**config.mk**
```make
export PLATFORM = sky130hd
export DESIGN_NAME = cla_mp_add_seq
export DESIGN_NICKNAME = d
export VERILOG_FILES = /design/src/rtl/cla_pkg.sv /design/src/rtl/cla8_core.sv /design/src/rtl/cla_mp_add_seq.sv
export SDC_FILE = /design/constraint.sdc
export NUM_CORES = 1
export LEC_CHECK = 0
export CORE_ASPECT_RATIO = 0.8
export CORE_UTILIZATION = 45
export DETAILED_ROUTE_END_ITERATION = 7
export PLACE_DENSITY = 0.77
export SETUP_SLACK_MARGIN = 0.15
export SKIP_LAST_GASP = 1
export SYNTH_ARGS = -nofsm -noshare
export SYNTH_HDL_FRONTEND = slang
export SYNTH_HIERARCHICAL = 1
export SYNTH_SLANG_ARGS = --single-unit
```
**constraint.sdc**
```tcl
create_clock -name clk -period 4.7 [get_ports clk]
set_input_delay 0.94 -clock clk [delete_from_list [all_inputs] [get_ports clk]]
set_output_delay 0.94 -clock clk [all_outputs]
set_load 0.01 [all_outputs]
```
**src/rtl/cla_pkg.sv**
```systemverilog
// Shared types and constants for the multi-precision CLA add/subtract sequencer.
package cla_pkg;

    localparam int BYTE_W = 8;

    localparam logic MODE_ADD = 1'b0;
    localparam logic MODE_SUB = 1'b1;

    typedef enum logic [1:0] {
        IDLE  = 2'd0,
        RUN   = 2'd1,
        DRAIN = 2'd2
    } state_t;

endpackage

```
**src/rtl/cla8_core.sv**
```systemverilog
// Combinational 8-bit carry-lookahead adder; c6 is the carry into bit 7 for overflow detection.
module cla8_core
    import cla_pkg::*;
(
    input  logic [BYTE_W-1:0] a,
    input  logic [BYTE_W-1:0] b,
    input  logic              cin,
    output logic [BYTE_W-1:0] sum,
    output logic              cout,
    output logic              c6
);

    logic [BYTE_W-1:0] g;
    logic [BYTE_W-1:0] p;
    logic [BYTE_W:0]   gx;
    logic [BYTE_W:0]   c;

    assign g  = a & b;
    assign p  = a ^ b;
    assign gx = {g, cin};

    // Each carry is the flat OR of every generate term propagated up to it,
    // so no carry depends on a lower carry.
    always_comb begin
        logic t;
        logic cn;
        c    = '0;
        c[0] = cin;
        for (int i = 0; i < BYTE_W; i++) begin
            cn = 1'b0;
            for (int k = 0; k <= i + 1; k++) begin
                t = gx[k];
                for (int m = k; m <= i; m++) begin
                    t = t & p[m];
                end
                cn = cn | t;
            end
            c[i+1] = cn;
        end
    end

    assign sum  = p ^ c[BYTE_W-1:0];
    assign cout = c[BYTE_W];
    assign c6   = c[BYTE_W-1];

endmodule

```
**src/rtl/cla_mp_add_seq.sv**
```systemverilog
// Multi-precision add/subtract sequencer streaming LSB-first bytes through cla8_core.
// Optional ZERO_FLAG_EN adds a 'zero' result flag output.
module cla_mp_add_seq
    import cla_pkg::*;
#(
    parameter int NBYTES = 4,
    parameter int CW     = 4
) (
    input  logic              clk,
    input  logic              rst,
    input  logic              start,
    input  logic              sub,
    input  logic              in_valid,
    output logic              in_ready,
    input  logic [BYTE_W-1:0] a_in,
    input  logic [BYTE_W-1:0] b_in,
    output logic              out_valid,
    input  logic              out_ready,
    output logic [BYTE_W-1:0] sum_out,
    output logic              out_last,
    output logic              carry_out,
    output logic              overflow,
    output logic              busy,
`ifdef ZERO_FLAG_EN
    output logic              zero,
`endif
    output logic              done
);

    state_t            state;
    state_t            state_next;
    logic [CW-1:0]     beat_cnt;
    logic              carry_reg;
    logic              sub_reg;
    logic              accept;
    logic              out_fire;
    logic              last_beat;
    logic              start_ok;
    logic [BYTE_W-1:0] b_eff;
    logic [BYTE_W-1:0] sum_p0;
    logic              cout_p0;
    logic              c6_p0;

    assign in_ready  = (state == RUN) && (!out_valid || out_ready);
    assign accept    = in_valid && in_ready;
    assign out_fire  = out_valid && out_ready;
    assign last_beat = (beat_cnt == CW'(NBYTES - 1));
    assign start_ok  = (state == IDLE) && start;
    assign busy      = (state != IDLE);
    assign b_eff     = b_in ^ {BYTE_W{sub_reg}};

    cla8_core u_core (
        .a    (a_in),
        .b    (b_eff),
        .cin  (carry_reg),
        .sum  (sum_p0),
        .cout (cout_p0),
        .c6   (c6_p0)
    );

    always_ff @(posedge clk) begin
        if (rst) begin
            state <= IDLE;
        end else begin
            state <= state_next;
        end
    end

    always_comb begin
        state_next = state;
        case (state)
            IDLE:    if (start) state_next = RUN;
            RUN:     if (accept && last_beat) state_next = DRAIN;
            DRAIN:   if (out_fire && out_last) state_next = IDLE;
            default: state_next = IDLE;
        endcase
    end

    // Stage p0 -> registered output byte; carry chains byte to byte via carry_reg.
    always_ff @(posedge clk) begin
        if (rst) begin
            beat_cnt  <= '0;
            carry_reg <= 1'b0;
            sub_reg   <= MODE_ADD;
            sum_out   <= '0;
            out_valid <= 1'b0;
            out_last  <= 1'b0;
            carry_out <= 1'b0;
            overflow  <= 1'b0;
            done      <= 1'b0;
        end else begin
            done <= out_fire && out_last;
            if (start_ok) begin
                sub_reg   <= sub;
                carry_reg <= (sub == MODE_SUB);
                beat_cnt  <= '0;
                carry_out <= 1'b0;
                overflow  <= 1'b0;
            end
            if (accept) begin
                sum_out   <= sum_p0;
                out_valid <= 1'b1;
                out_last  <= last_beat;
                carry_reg <= cout_p0;
                beat_cnt  <= beat_cnt + 1'b1;
                if (last_beat) begin
                    carry_out <= cout_p0;
                    overflow  <= c6_p0 ^ cout_p0;
                end
            end else if (out_fire) begin
                out_valid <= 1'b0;
                out_last  <= 1'b0;
            end
        end
    end

`ifdef ZERO_FLAG_EN
    logic nz_acc;

    // Sticky "some byte was non-zero"; the flag is resolved on the final beat.
    always_ff @(posedge clk) begin
        if (rst) begin
            nz_acc <= 1'b0;
            zero   <= 1'b0;
        end else begin
            if (start_ok) begin
                nz_acc <= 1'b0;
                zero   <= 1'b0;
            end
            if (accept) begin
                nz_acc <= nz_acc | (|sum_p0);
                if (last_beat) begin
                    zero <= !(nz_acc | (|sum_p0));
                end
            end
        end
    end
`endif

endmodule

```
==> impl_metrics.csv <==
group,metric,value,unit
global_routing,grt_first_pass_wirelength,4710,um
floorplan,die-area,0.00297,mm2
floorplan,start_util,0.492,
global_routing,antenna_found_initial,0,
route,first_pass_iters,4,
timing,setup_viol,0,
final_layout,biggestRegsByFlops,"sum_out x8, beat_cnt x4, state x2",
clock_tree,clk_pin_slew,0.11,ns
floorplan,dieHeight,49.0,um
clock_tree,ctsHoldBuffers,0,
clock_tree,htree_levels,1,
clock_tree,cts_sinks,21,
yosys,synth-seq-cells,21,
floorplan,core-area,0.00252,mm2
power_and_ir_drop,p_leak,0.629,nW
floorplan,ios,37,
place,dp_hpwl,2150,um
final_layout,layout.nets,216,
floorplan,die_w,60.7,um
clock_tree,cts_tree,"yes",
clock_tree,cts-buffers-inserted,3,
place,port_buffers,36,
route,drc,0,
final_layout,stdcell_area,0.00164,mm2
global_routing,grt_pass1_vias,1092,
worst_setup_path,cpLargestDelayFamily,"buffers and inverters",
clock_tree,cts_buffer_depth,2,
route,ant_nets,0,
worst_setup_path,cp-end-kind,"output pin",
worst_setup_path,critPathMaxFanout,6,
final_layout,final_common_cell,"clkdlybuf4s50_1",
worst_setup_path,worstSetupStartpointType,"primary input",
route,routed-via-count,1138,
global_routing,grt_max_degree,22,
timing,tightest_slew,0.761,ns
final_layout,layout_common_cells,"clkdlybuf4s50_1, nand2_1, dfxtp_1",
clock_tree,ctsResizeCount,0,
min_path,hp-class,"reg -> reg",
yosys,syn_area,0.00124,mm2
route,totalWireLength,2790,um
final_layout,drive_gt1_frac,0.0604,
route,wl_per_cell,12.8,um
route,avgViaCountPerCell,5.22,
timing,worst_slack,1.39,ns
final_layout,top_register,"sum_out",
yosys,syn_avg_cell_area,8.38,um2
worst_setup_path,cp_common_cell,"clkdlybuf4s50_1",
final_layout,diodes,0,
floorplan,row_count,16,
clock_tree,root_buffer,"clkbuf_4",
clock_tree,insertion_delay,0.31,ns
clock_tree,cts_setup_buffers,0,
final_layout,largest_reg_flops,8,
worst_setup_path,crit_path_cell_trace,"clkdlybuf4s50_1, nand2b_1, and2_1, clkdlybuf4s50_1",
worst_setup_path,critPathBufInv,2,
place,dp_slack,1.29,ns
job,cap_violations,0,
worst_setup_path,slowest_stage,"clkdlybuf4s50_1",
yosys,synth_seq_area_share,0.339,
timing,fin_crit,3.31,ns
timing,fin_tns_setup,0,ns
power_and_ir_drop,p_per_area,253,mW/mm2
final_layout,area_delta_synth_final,32.0,%
worst_setup_path,path_class,"in -> out",
status,outcome,"complete, no violations",
power_and_ir_drop,peakVddDrop,166,uV
yosys,synth_nets,181,
worst_setup_path,worstPathRequired,3.76,ns
global_routing,grt_overflow,0,
timing,rsz0062_at_grt,"no",
place,placed_area,0.00161,mm2
worst_setup_path,cp.arrival,2.37,ns
worst_setup_path,max_stage_delay,0.54,ns
timing,fin_worst_skew,0.0125,ns
timing,final.period_utilization,0.705,
timing,slew_headroom,0.491,
timing,fmax,302,MHz
yosys,synthCells,148,
yosys,ys_types,37,
global_routing,grtUsageTotal,0.209,
place,gp_congestion,0.806,
timing,hold_viol,0,
yosys,yosysWarnings,6,
worst_setup_path,regToRegSetupSlack,2.04,ns
timing,maxSlewViolCount,0,
route,drtIter0Drc,68,
==> cell families (layout without fill, tap and decap cells) <==
| group | count (synthesis) | after routing | share of synthesized area |
|---|---|---|---|
| AOI/OAI and AO/OA | 32 | 32 | 0.170 |
| xor gates and xnor gates | 11 | 11 | 0.0777 |
| adders and majority gates | 11 | 11 | 0.117 |
| buffers and inverters | 7 | 41 | 0.0323 |
| DFF | 21 | 21 | 0.339 |
| muxes | 1 | 1 | 0.00807 |
| and+or+nand+nor | 65 | 65 | 0.256 |
==> through the flow <==
stage / utilization / power [mW] / hold WS [ns] / cells
6_report: 0.649 / 0.413 / 0.465 / 218
3_5_place_dp: 0.638 / 0.326 / 0.451 / 214
5_1_grt: 0.649 / 0.442 / 0.494 / 218
4_1_cts: 0.649 / 0.416 / 0.473 / 218
2_1_floorplan: - / 0.281 / 0.465 / 148
3_3_place_gp: 0.638 / 0.322 / 0.441 / 214
==> cell type report <==
cell class	instances	area [um2]
sequential	21	420
multi-input combinational	120	779
clock buffer	3	22.5
clock inverter	1	5.00
inverter	1	3.75
tap	36	45.0
fill	232	886
timing repair buffer	36	360
==> routing by layer <==
metal | routed length, um | up-vias | global-route usage | part of all wire
met4 | 29 | 0 | 0.0530 | 0.010
met5 | 0 | - | 0 | 0
met2 | 1400 | 26 | 0.355 | 0.50
met1 | 1250 | 524 | 0.259 | 0.45
li1 | - | 584 | - | -
met3 | 104 | 4 | 0.0531 | 0.037
==> worst reg2reg max path: stages (launching register included) <==
cell	delay (ns)
dfxtp_1	0.65
xor2_1	0.29
ha_1	0.28
ha_1	0.20
o211ai_2	0.20
a21oi_2	0.11
nor4_2	0.27
o21bai_1	0.17
xor2_1	0.17
nand3_1	0.08
a21oi_1	0.16
==> cell usage after synthesis <==
cell type | instances | area share
a2bb2oi_1 | 1 | 0.0071
a31oi_1 | 3 | 0.015
a311oi_1 | 1 | 0.0071
buf_2 | 2 | 0.0081
a21boi_1 | 2 | 0.012
nor2b_4 | 1 | 0.011
nand3_1 | 11 | 0.044
and2_1 | 1 | 0.0050
nand3_2 | 1 | 0.0081
clkbuf_1 | 2 | 0.0061
o21a_1 | 2 | 0.012
buf_4 | 1 | 0.0061
mux2i_1 | 1 | 0.0081
nor2_1 | 12 | 0.036
nand2b_1 | 2 | 0.010
nor3b_1 | 2 | 0.012
o211ai_2 | 1 | 0.010
xnor2_1 | 1 | 0.0071
nand3b_1 | 3 | 0.018
buf_6 | 1 | 0.0091
fa_1 | 1 | 0.016
or3_1 | 1 | 0.0050
ha_1 | 10 | 0.10
nor4_2 | 1 | 0.010
and3_1 | 1 | 0.0050
a21oi_1 | 16 | 0.065
inv_1 | 1 | 0.0030
o31ai_2 | 1 | 0.010
xor2_1 | 10 | 0.071
o21bai_1 | 1 | 0.0061
o21ai_0 | 1 | 0.0040
o31a_1 | 1 | 0.0071
a21oi_2 | 2 | 0.014
dfxtp_1 | 21 | 0.34
nor3_1 | 1 | 0.0040
nand4_1 | 1 | 0.0050
nand2_1 | 27 | 0.082
==> report_power, final <==
group / internal [mW] / total (mW) / switching [mW]
sequential: 0.186 / 0.192 / 0.00677
combinational: 0.0669 / 0.130 / 0.0635
clock: 0.0318 / 0.0907 / 0.0589
==> final timing paths <==
| check | from | end | cells past startpoint |
|---|---|---|---|
| worst max-delay path | out_ready | in_ready | 4 |
| worst min-delay path | sum_out[5] | sum_out[5] | 2 |
| worst max register to register | sub_reg | overflow | 10 |
| worst min register to register | sum_out[5] | sum_out[5] | 2 |
(Power assumes the default switching activity.)
